[config.mk]
export PLATFORM = sky130hd
export DESIGN_NAME = target_power_seq
export DESIGN_NICKNAME = d
export VERILOG_FILES = /design/src/rtl/power_seq_pkg.sv /design/src/rtl/power_seq_channel.sv /design/src/rtl/target_power_seq.sv
export SDC_FILE = /design/constraint.sdc
export NUM_CORES = 1
export LEC_CHECK = 0
export CAP_MARGIN = 20
export CORE_MARGIN = 3
export CORE_UTILIZATION = 51
export CTS_CLUSTER_DIAMETER = 60
export DETAILED_ROUTE_END_ITERATION = 10
export GPL_TIMING_DRIVEN = 0
export PLACE_DENSITY = 0.75
export REMOVE_ABC_BUFFERS = 1
export SYNTH_ARGS = -nofsm -noshare
export SYNTH_HDL_FRONTEND = slang
export SYNTH_SLANG_ARGS = --single-unit
[constraint.sdc]
create_clock -name clk -period 2.3 [get_ports clk]
set_input_delay 0.23 -clock clk [delete_from_list [all_inputs] [get_ports clk]]
set_output_delay 0.23 -clock clk [all_outputs]
set_load 0.02 [all_outputs]
[src/rtl/power_seq_pkg.sv]
// Shared types, event codes and helpers for the target power sequencer.
package power_seq_pkg;

  typedef enum logic [1:0] {StOff, StFilter, StHoldoff, StRun} state_e;

  localparam logic [1:0] EvForced = 2'd0;
  localparam logic [1:0] EvUp     = 2'd1;
  localparam logic [1:0] EvDown   = 2'd2;
  localparam logic [1:0] EvGlitch = 2'd3;

  function automatic logic [7:0] pack_event(input logic [3:0] ch, input logic [1:0] code);
    return {ch, 2'b00, code};
  endfunction

  // Width of a counter that only needs to reach max(a, b) - 1.
  function automatic int unsigned cnt_width(input int unsigned a, input int unsigned b);
    int unsigned m;
    m = (a > b) ? a : b;
    return (m < 2) ? 1 : $clog2(m);
  endfunction

endpackage

[src/rtl/power_seq_channel.sv]
// One target channel: power-sense synchroniser, glitch filter, hold-off and reset release.
module power_seq_channel
  import power_seq_pkg::*;
#(
  parameter int unsigned SYNC_STAGES    = 2,
  parameter int unsigned FILTER_CYCLES  = 16,
  parameter int unsigned HOLDOFF_CYCLES = 131072
) (
  input  logic       clk,
  input  logic       reset,
  input  logic       power_in,
  input  logic       force_reset,
  output logic       tgt_reset,
  output logic       tgt_ready,
  output logic [3:0] events
);

  localparam int unsigned CntW = cnt_width(FILTER_CYCLES, HOLDOFF_CYCLES);
  localparam logic [CntW-1:0] FiltLast = CntW'(FILTER_CYCLES - 1);
  localparam logic [CntW-1:0] HoldLast = CntW'(HOLDOFF_CYCLES - 1);

  logic [SYNC_STAGES-1:0] sync_q;
  logic                   pwr_s;
  state_e                 state_q, state_d;
  logic [CntW-1:0]        cnt_q, cnt_d;

  assign pwr_s = sync_q[SYNC_STAGES-1];

  always_ff @(posedge clk or posedge reset) begin
    if (reset) begin
      sync_q    <= '0;
      state_q   <= StOff;
      cnt_q     <= '0;
      tgt_reset <= 1'b1;
      tgt_ready <= 1'b0;
    end else begin
      sync_q    <= {sync_q[SYNC_STAGES-2:0], power_in};
      state_q   <= state_d;
      cnt_q     <= cnt_d;
      tgt_reset <= (state_d != StRun);
      tgt_ready <= (state_d == StRun);
    end
  end

  // Power loss is checked before force so a coincident drop is reported as power loss.
  always_comb begin
    state_d = state_q;
    cnt_d   = cnt_q;
    events  = '0;
    unique case (state_q)
      StOff: begin
        if (pwr_s && !force_reset) begin
          state_d = StFilter;
          cnt_d   = '0;
        end
      end
      StFilter: begin
        if (!pwr_s) begin
          state_d          = StOff;
          events[EvGlitch] = 1'b1;
        end else if (force_reset) begin
          state_d = StOff;
        end else if (cnt_q == FiltLast) begin
          state_d = StHoldoff;
          cnt_d   = '0;
        end else begin
          cnt_d = cnt_q + 1'b1;
        end
      end
      StHoldoff: begin
        if (!pwr_s) begin
          state_d          = StOff;
          events[EvGlitch] = 1'b1;
        end else if (force_reset) begin
          state_d = StOff;
        end else if (cnt_q == HoldLast) begin
          state_d      = StRun;
          events[EvUp] = 1'b1;
        end else begin
          cnt_d = cnt_q + 1'b1;
        end
      end
      StRun: begin
        if (!pwr_s) begin
          state_d        = StOff;
          events[EvDown] = 1'b1;
        end else if (force_reset) begin
          state_d          = StOff;
          events[EvForced] = 1'b1;
        end
      end
    endcase
  end

endmodule

[src/rtl/target_power_seq.sv]
// Multi-channel target power sequencer with a pending-bit event arbiter feeding the log path.
module target_power_seq
  import power_seq_pkg::*;
#(
  parameter int unsigned CHANNELS       = 1,
  parameter int unsigned SYNC_STAGES    = 2,
  parameter int unsigned FILTER_CYCLES  = 16,
  parameter int unsigned HOLDOFF_CYCLES = 131072
) (
  input  logic                clk,
  input  logic                reset,
  input  logic [CHANNELS-1:0] power_in,
  input  logic [CHANNELS-1:0] force_reset,
  output logic [CHANNELS-1:0] tgt_reset,
  output logic [CHANNELS-1:0] tgt_ready,
  output logic                event_strobe,
  output logic [7:0]          event_val,
  output logic                event_overflow
);

  localparam int unsigned NumEv = CHANNELS * 4;

  logic [NumEv-1:0] ev_set, pending_q, pending_d, grant;
  logic             found;
  logic [3:0]       sel_ch;
  logic [1:0]       sel_code;
  logic             ovf_d;

  for (genvar g = 0; g < CHANNELS; g++) begin : g_chan
    power_seq_channel #(
      .SYNC_STAGES   (SYNC_STAGES),
      .FILTER_CYCLES (FILTER_CYCLES),
      .HOLDOFF_CYCLES(HOLDOFF_CYCLES)
    ) u_chan (
      .clk        (clk),
      .reset      (reset),
      .power_in   (power_in[g]),
      .force_reset(force_reset[g]),
      .tgt_reset  (tgt_reset[g]),
      .tgt_ready  (tgt_ready[g]),
      .events     (ev_set[g*4 +: 4])
    );
  end

  // Bit index is channel*4 + code, so a low-to-high scan gives channel then code priority.
  always_comb begin
    grant    = '0;
    found    = 1'b0;
    sel_ch   = '0;
    sel_code = '0;
    for (int i = 0; i < NumEv; i++) begin
      if (!found && pending_q[i]) begin
        found    = 1'b1;
        grant[i] = 1'b1;
        sel_ch   = 4'(i / 4);
        sel_code = 2'(i % 4);
      end
    end
    // A set landing on the bit being granted this cycle keeps it pending without loss.
    pending_d = (pending_q & ~grant) | ev_set;
    ovf_d     = event_overflow | (|(ev_set & pending_q & ~grant));
  end

  always_ff @(posedge clk or posedge reset) begin
    if (reset) begin
      pending_q      <= '0;
      event_strobe   <= 1'b0;
      event_val      <= '0;
      event_overflow <= 1'b0;
    end else begin
      pending_q      <= pending_d;
      event_strobe   <= found;
      event_val      <= found ? pack_event(sel_ch, sel_code) : 8'h00;
      event_overflow <= ovf_d;
    end
  end

endmodule
# After elaboration in Yosys (flattened, before gate mapping)
# Cells that the tools add are included.
# classes
addsub	1
bitwise_logic	6
mux	39
n_reduce_logical	13
eq_ne	13
# op_table
op	count
17-bit 2-to-1 mux	7
17-bit one-hot mux with 3 select lines	1
2-bit 2-to-1 mux	12
1-bit 2-to-1 mux	18
17-bit by 1-bit adder with 17-bit output, second input constant	1
17-bit == test, second input constant	1
17-bit by 4-bit == test with 1-bit output, second input constant	1
4-bit AND	3
2-bit != test, second input constant	4
2-bit one-hot mux with 4 select lines	1
7-bit AND reduction	1
2-bit == test, second input constant	3
2-bit by 1-bit != test with 1-bit output, second input constant	3
1-bit logical AND	4
1-bit logical NOT	4
4-bit NOT	1
4-bit OR	1
4-bit OR reduction	1
3-bit nonzero test	1
2-bit by 1-bit == test with 1-bit output, second input constant	1
2-bit logical NOT	1
2-bit OR reduction	1
1-bit OR	1
# word_totals
out_inout_bits	12
wordCells	81
in_bits	4
reg_bits	31

# Logic depth before layout (Yosys ltp)
# Gate-level depths: netlist (run 1).
# depth
word_depth	14
depth_mapped	12
depth_no_buf	11

# Hierarchy
# Synthesis (run 1) repeated with hierarchy kept, for this count alone.
# unflattened
cells_unflattened	193
area_unflattened_um2	1749.2
# by_module_without_submodules
mod	n_inst	cells_per_inst	area_per_inst_um2
power_seq_channel	1	161	1390.1
target_power_seq	1	32	359.1

# Least setup slack after synthesis (run 1)
# No wires, ideal clock.
# synth_path
path_type	register to register
from	reg g_chan[0].u_chan.cnt_q[0]
to	reg g_chan[0].u_chan.cnt_q[15]
slack_ps	-109
required_time_ps	2174
t_arrival_ps	2283
setup_time_ps	126
path_stages_with_launch	12
period_less_slack_ps	2409
path_buffers	2
cell_sequence	dfrtp_1 > ha_1 > and3_1 > buf_2 > and4_1 > nand4_1 > nor2_1 > ha_1 > nor3_2 > a21oi_2 > buf_2 > a221o_1
# synth_via
elab_chain_cells	5
elab_cells_between_ends	12
classes_between	add/sub: 1; eq/ne: 3; mux: 7; reduce/logical: 1
# synth_rtl
item	line_no	rtl
start, declared	power_seq_channel.sv:25	logic [CntW-1:0] cnt_q, cnt_d;
start signal, assigned	power_seq_channel.sv:39	cnt_q <= cnt_d;
17-bit by 1-bit adder with 17-bit output or 17-bit by 4-bit == test with 1-bit output (tied branches)	power_seq_channel.sv:67, power_seq_channel.sv:80, power_seq_channel.sv:63	
17-bit 2-to-1 mux, on equally long branches	power_seq_channel.sv:76, power_seq_channel.sv:63	
17-bit 2-to-1 mux, on equally long branches	power_seq_channel.sv:74, power_seq_channel.sv:61	
17-bit 2-to-1 mux, on equally long branches	power_seq_channel.sv:71, power_seq_channel.sv:58	
17-bit one-hot mux with 3 select lines	power_seq_channel.sv:50	unique case (state_q)
# Parallel ways exist; a longest one is shown, timed or not. The select of a mux whose other input is x is not followed.
# A chain may end at the register's enable or synchronous reset.

# Worst setup path after layout (run 1)
# layout_path
from	reg g_chan[0].u_chan.cnt_q[1]
to	reg g_chan[0].u_chan.cnt_q[15]
# Same word-level chain as after synthesis.

==> results of run 1 <==
registers in the layout, summed over array words and instances, names as in the netlist:
signal / cells
event_overflow: 1
g_chan.u_chan.state_q: 2
pending_q: 4
g_chan.u_chan.cnt_q: 17
event_strobe: 1
g_chan.u_chan.sync_q: 2
event_val: 2
g_chan.u_chan.tgt_ready: 1
g_chan.u_chan.tgt_reset: 1
cell usage after synthesis:
| cell | count |
|---|---|
| o21ai_1 | 2 |
| o211a_1 | 1 |
| a221oi_1 | 1 |
| and4_4 | 1 |
| dfstp_2 | 1 |
| nand2b_1 | 1 |
| a21o_1 | 8 |
| o21ai_2 | 1 |
| or3_1 | 1 |
| a21oi_1 | 4 |
| nand4_1 | 3 |
| buf_2 | 2 |
| buf_6 | 2 |
| and4b_1 | 1 |
| o21ai_0 | 13 |
| or2_2 | 2 |
| nor3_2 | 1 |
| nor3_1 | 4 |
| and2_1 | 4 |
| buf_4 | 6 |
| and3_1 | 7 |
| a311o_1 | 1 |
| nand2_1 | 13 |
| inv_1 | 8 |
| ha_1 | 9 |
| o22ai_1 | 1 |
| nor2_1 | 14 |
| a21o_4 | 1 |
| a21oi_2 | 2 |
| o31ai_1 | 1 |
| a221o_1 | 1 |
| a22o_1 | 12 |
| nand3_1 | 7 |
| a21bo_2 | 1 |
| dfrtp_1 | 30 |
| conb_1 | 1 |
| a31oi_1 | 1 |
| nor2_2 | 1 |
| nor2b_1 | 4 |
| and4_1 | 2 |
| nor4_1 | 3 |
worst max-delay path by stage:
stage	startpoint	endpoint	slack [ps]	depth (start not counted)
6_report	g_chan[0].u_chan.cnt_q[1]	g_chan[0].u_chan.cnt_q[15]	-40	10
2_1_floorplan	g_chan[0].u_chan.cnt_q[0]	g_chan[0].u_chan.cnt_q[15]	-180	10
3_5_place_dp	g_chan[0].u_chan.cnt_q[0]	g_chan[0].u_chan.cnt_q[15]	-690	10
4_1_cts	g_chan[0].u_chan.cnt_q[0]	g_chan[0].u_chan.cnt_q[15]	-7	10
5_1_grt	g_chan[0].u_chan.cnt_q[0]	g_chan[0].u_chan.cnt_q[15]	-120	10
3_3_place_gp	g_chan[0].u_chan.cnt_q[0]	g_chan[0].u_chan.cnt_q[15]	-650	10
cells in the final DEF (no fill, tap or decap), types with 3 or more instances in the layout:
master           netlist  final
a21o_1                 8      7
a21oi_1                4      3
a22o_1                12     12
and2_1                 4      4
and3_1                 7      6
buf_4                  6     10
clkbuf_4               0      5
clkdlybuf4s50_1        0      9
conb_1                 1      6
dfrtp_1               30     30
ha_1                   9      6
inv_1                  8      8
nand2_1               13     12
nand3_1                7      7
nand4_1                3      3
nor2_1                14     13
nor2b_1                4      4
nor3_1                 4      4
nor4_1                 3      3
o21ai_0               13     11
o21ai_1                2      3
logic make-up (layout without fill, tap and decap cells):
logic type	Yosys count	count (layout)	share of synthesized area
other cells	1	6	0.00216
fa+ha+maj	9	9	0.0647
simple gates	69	70	0.212
flops	31	31	0.447
buf+inv	18	38	0.0619
compound gates	51	51	0.213
power breakdown:
| part | leakage [nW] | switching (W) | internal [W] |
|---|---|---|---|
| Combinational | 0.550 | 0.000269 | 0.000201 |
| Sequential | 0.420 | 0.0000338 | 0.000582 |
| Clock | 0.0293 | 0.000181 | 0.000119 |
| Total | 1.00 | 0.000483 | 0.000901 |
worst max-delay path, delay by kind of cell, from the launching register on:
family,cells,cell delay (ps)
simple gates,6,890
compound gates,2,550
flops,1,410
fa+ha+maj,2,380
final cells by class:
class	count	area, um^2	area share
multi-input combinational	136	935	0.451
sequential	31	777	0.375
timing repair buffer	22	224	0.108
tap	44	55.1	0.0266
clock buffer	7	45.0	0.0218
inverter	8	30.0	0.0145
clock inverter	1	5.00	0.00242
metal layers:
metal | up-vias | part of all wire
met5 | - | 0
met4 | 0 | 0.0050
met3 | 2 | 0.050
met2 | 48 | 0.51
met1 | 717 | 0.44
li1 | 687 | -
stage by stage:
| step | hold WS [ps] | setup WS (ps) | cell area (um^2) | total power, W |
|---|---|---|---|---|
| floorplan | 261 | -176 | 1680 | 0.000891 |
| global placement | 333 | -649 | 1830 | 0.000979 |
| detailed placement | 336 | -689 | 1850 | 0.000998 |
| CTS | 221 | -7.35 | 2040 | 0.00138 |
| global route | 262 | -122 | 2070 | 0.00150 |
| finish | 253 | -36.5 | 2070 | 0.00138 |
what timing repair did:
| action | CTS | global route |
|---|---|---|
| cloned | 1 | 0 |
| buffers inserted | 10 | 3 |
| pin swaps | 6 | 8 |
| resized for setup | 10 | 7 |
| endpoints found under the setup margin | 20 | 17 |
==> qor.txt, run 1 <==
status -> complete, but fails checks
failing checks -> setup timing
Synth Register Bits -> 31
Clock Path Buffers -> 2
GR Util All Layers -> 0.193
endpoints failing setup -> 3
Vias/cell -> 5.84
nets@finish -> 217
worst min path class -> input port to asynchronous set/reset pin
Area growth syn-to-layout -> 19.1%
CP Data Required Time -> 2510 ps
max capacitance violation total -> 0
Worst Path Arrival -> 2540 ps
synth warn -> 0
drt drc -> 0
Max stage delay cell, worst path -> dfrtp_1
global route overflow -> 0
Final Max Tran Viols -> 0
GR met3 Demand/Resource -> 0.0562
antenna-violating nets left -> 0
layout cells sized above 1 -> 0.195
Post-Route WL -> 3.62 mm
ANT cells -> 0
syn_area_per_cell -> 9.72 um^2
peak supply drop -> 379 uV
Placeable Area -> 3150 um^2
CTS Sinks -> 31
largest net degree at the start of global routing -> 21
Final min period -> 2340 ps
Post-Synthesis Cells -> 179
DR pass1 iterations -> 4
RSZ-0062 raised after global routing -> yes
pwr/cell area -> 669 nW/um^2
met2 Track Usage GR -> 0.323
Max Fclk -> 428 MHz
die area -> 4150 um^2
clk_lat worst skew -> 330 ps
non-filler cells, final -> 249
critical-path cell list -> ha_4 -> and3_4 -> and4_1 -> nand4_1 -> nor2_2 -> ha_2 -> nor3_4 -> a21oi_4 -> nor2_4 -> a221o_1
initial core utilization -> 0.552
Final Hold Vio Count -> 0
Setup CP Type -> flop to flop
Util after Layout -> 0.657
grt met1 use -> 0.235
wire per inst -> 14.5 um
critical path startpoint category -> flop
Slew @ Worst Pin -> 576 ps
placer congestion estimate -> 0.836
Slew headroom -> 0.616
initial antenna violation count -> 0
fin worst setup slack -> -36.5 ps
first-pass GRT wire length -> 6.22 mm
filler cell count -> 270
Syn Std Cell Area -> 1740 um^2
row cnt -> 20
worst r2r dst -> g_chan[0].u_chan.cnt_q[15]
register-to-register setup slack -> -40 ps
TritonCTS clock tree -> done
hpwl dp -> 2.31 mm
static leakage -> 1.00 nW
H-tree Lvls -> 2
clk_skew -> 10.1 ps
area leader, netlist -> dfrtp_1
vias -> 1454
Num CTS Buffers -> 5
Die W -> 64.4 um
worst r2r src -> g_chan[0].u_chan.cnt_q[1]
Root Buffer -> clkbuf_4
top post-synthesis cells by area -> dfrtp_1, ha_1, a22o_1
post-synthesis sequential area ratio -> 0.447
crit path max fanout -> 6
cts hold-fix bufs -> 0
Yosys top cell area share -> 0.432
die height -> 64.4 um
CP Capture Type -> flop
crit share post-route -> 1.02
Inst Count DP -> 228
IO Count -> 16
Yosys cell types -> 41
clock-pin slew on the worst setup and hold paths -> 100 ps
most used routing layer -> met2
Initial DRC Count -> 88
sum of negative setup slack -> -57.1 ps
I/O Buffers -> 9
Slowest Stage Delay on Critical Path -> 410 ps
number of global-route vias before repair -> 1402
r2r worst-path depth -> 10
(Power assumes the default switching activity.)
==> run 2: changes to the inputs <==
Settings changed: CORE_UTILIZATION 51 to 40, PLACE_DENSITY 0.75 to not set.
==> run 2 against run 1 <==
- the run still ends with setup timing left
- worst hold slack gained 22 ps
- critical endpoint unchanged
- die area is 25% higher
- wire length is 2.8% higher
==> qor.txt, run 2 (same netlist as run 1, synthesis figures left out) <==
status -> complete, but fails checks (unchanged)
failing checks -> setup timing (unchanged)
peak supply drop -> 385 uV (was 379 uV)
first-pass GRT wire length -> 6.31 mm (was 6.22 mm)
max FFs per register -> 17 (unchanged)
Final Hold Vio Count -> 0 (unchanged)
CP Capture Type -> flop (unchanged)
Vias/cell -> 5.53 (was 5.84)
drt drc -> 0 (unchanged)
IO Count -> 16 (unchanged)
pwr/cell area -> 733 nW/um^2 (was 669 nW/um^2)
pre-CTS setup slack -> -701 ps (was -689 ps)
Placeable Area -> 4090 um^2 (was 3150 um^2)
Seq. cell area -> 777 um^2 (unchanged)
RSZ-0062 raised after global routing -> yes (unchanged)
Final min period -> 2350 ps (was 2340 ps)
crit path max fanout -> 7 (was 6)
global route overflow -> 0 (unchanged)
worst min path class -> input port to asynchronous set/reset pin (unchanged)
Clock Path Buffers -> 2 (unchanged)
clock-pin slew on the worst setup and hold paths -> 60 ps (was 100 ps)
Slew headroom -> 0.659 (was 0.616)
CTS Sinks -> 31 (unchanged)
Slew @ Worst Pin -> 512 ps (was 576 ps)
number of global-route vias before repair -> 1358 (was 1402)
placer congestion estimate -> 0.816 (was 0.836)
clk_skew -> 8.01 ps (was 10.1 ps)
endpoints failing setup -> 7 (was 3)
GR Util All Layers -> 0.156 (was 0.193)
die height -> 71.9 um (was 64.4 um)
grt met1 use -> 0.199 (was 0.235)
layout cells sized above 1 -> 0.187 (was 0.195)
I/O Buffers -> 9 (unchanged)
clk_lat worst skew -> 280 ps (was 330 ps)
Multi-input gate area -> 935 um^2 (unchanged)
CP Data Required Time -> 2460 ps (was 2510 ps)
Worst Path Arrival -> 2510 ps (was 2540 ps)
initial core utilization -> 0.426 (was 0.552)
antenna-violating nets left -> 0 (unchanged)
static leakage -> 1.01 nW (was 1.00 nW)
most frequent cells in the layout -> dfrtp_1, nor2_1, o21ai_0, a22o_1, nand2_1 (was dfrtp_1, nor2_1, a22o_1, nand2_1, o21ai_0)
Die W -> 71.9 um (was 64.4 um)
nets@finish -> 215 (was 217)
Final Max Tran Viols -> 0 (unchanged)
die area -> 5180 um^2 (was 4150 um^2)
most used routing layer -> met2 (unchanged)
fin worst setup slack -> -49.2 ps (was -36.5 ps)
met2 Track Usage GR -> 0.254 (was 0.323)
Num CTS Buffers -> 5 (unchanged)
initial antenna violation count -> 0 (unchanged)
max capacitance violation total -> 0 (unchanged)
Setup CP Type -> flop to flop (unchanged)
Finished Cell Area -> 2110 um^2 (was 2070 um^2)
filler cell count -> 380 (was 270)
Initial DRC Count -> 93 (was 88)
Area growth syn-to-layout -> 21.2% (was 19.1%)
Largest regs -> g_chan.u_chan.cnt_q x17, pending_q x4 (unchanged)
row cnt -> 23 (was 20)
Max Fclk -> 426 MHz (was 428 MHz)
most common cell after layout, fill and taps aside -> dfrtp_1 (unchanged)
GR met3 Demand/Resource -> 0.0346 (was 0.0562)
vias -> 1400 (was 1454)
DP Area -> 1860 um^2 (was 1850 um^2)
DR pass1 iterations -> 4 (unchanged)
crit share post-route -> 1.02 (about the same)
Post-Route WL -> 3.72 mm (was 3.62 mm)
Root Buffer -> clkbuf_8 (was clkbuf_4)
TritonCTS clock tree -> done (unchanged)
H-tree Lvls -> 2 (unchanged)
largest register by flop count -> g_chan.u_chan.cnt_q (unchanged)
hpwl dp -> 2.46 mm (was 2.31 mm)
largest net degree at the start of global routing -> 22 (was 21)
ANT cells -> 0 (unchanged)
wire per inst -> 14.7 um (was 14.5 um)
critical path startpoint category -> flop (unchanged)
## run 2: cell count changes in the layout (fill, tap and decap cells not counted), moves of 2 or more
| cell | previous run | this run |
|---|---|---|
| buf_4 | 10 | 8 |
| clkbuf_8 | 0 | 6 |
| o21ai_0 | 11 | 13 |
| clkbuf_4 | 5 | 0 |
## run 2: worst paths after layout
check,end,slack [ps],from,depth (start not counted)
max,g_chan[0].u_chan.cnt_q[15],-50,g_chan[0].u_chan.cnt_q[1],11
min,g_chan[0].u_chan.cnt_q[0],270,reset,2
max reg2reg,g_chan[0].u_chan.cnt_q[15],-50,g_chan[0].u_chan.cnt_q[1],11
min reg2reg,g_chan[0].u_chan.sync_q[1],350,g_chan[0].u_chan.sync_q[0],0
max in group asynchronous,g_chan[0].u_chan.tgt_reset,1470,reset,3
min in group clk,g_chan[0].u_chan.sync_q[1],350,g_chan[0].u_chan.sync_q[0],0
## run 2: metrics by stage
step | util | cells | power [W] | TNS, ps | hold slack [ps]
after floorplan | - | 174 | 0.000891 | -1200 | 261
after global placement | 0.449 | 233 | 0.000984 | -8700 | 343
after detailed placement | 0.455 | 234 | 0.00100 | -9190 | 346
after CTS | 0.498 | 249 | 0.00150 | -65.1 | 281
after global routing | 0.516 | 253 | 0.00165 | -1110 | 303
final | 0.516 | 253 | 0.00154 | -274 | 275
## run 2: layout make-up
cell class / instances / area share
repair buffers: 20 / 0.101
clock buffers: 7 / 0.0409
inverters: 8 / 0.0142
clock inverters: 1 / 0.00237
multi-input cells: 136 / 0.443
well taps: 50 / 0.0297
flip-flops and latches: 31 / 0.369
## run 2: metal layers
metal,vias to the layer above,share of wire
li1,685,-
met1,669,0.46
met2,42,0.48
met3,4,0.047
met4,0,0.0097
met5,-,0
## run 2: critical path, stage by stage (launching register included)
cell and delay [ps]:
dfrtp_1 410, ha_4 180, and3_4 180, and4_4 180, nand4_1 140, nor2_2 70
ha_2 200, nor3_4 210, a21oi_4 50, buf_12 150, buf_8 120, a221o_1 330
## run 2: what timing repair did
action,CTS,global route
hold buffers,0,0
setup buffers,6,4
pin swaps,4,4
endpoints found under the setup margin,20,18
gates cloned,1,0
resized for setup,8,8
## run 2: report_power, final
part / leakage, nW / switching (W) / internal [W]
logic: 0.543 / 0.000274 / 0.000218
registers: 0.420 / 0.0000335 / 0.000583
clock network: 0.0482 / 0.000194 / 0.000241
total: 1.01 / 0.000502 / 0.00104
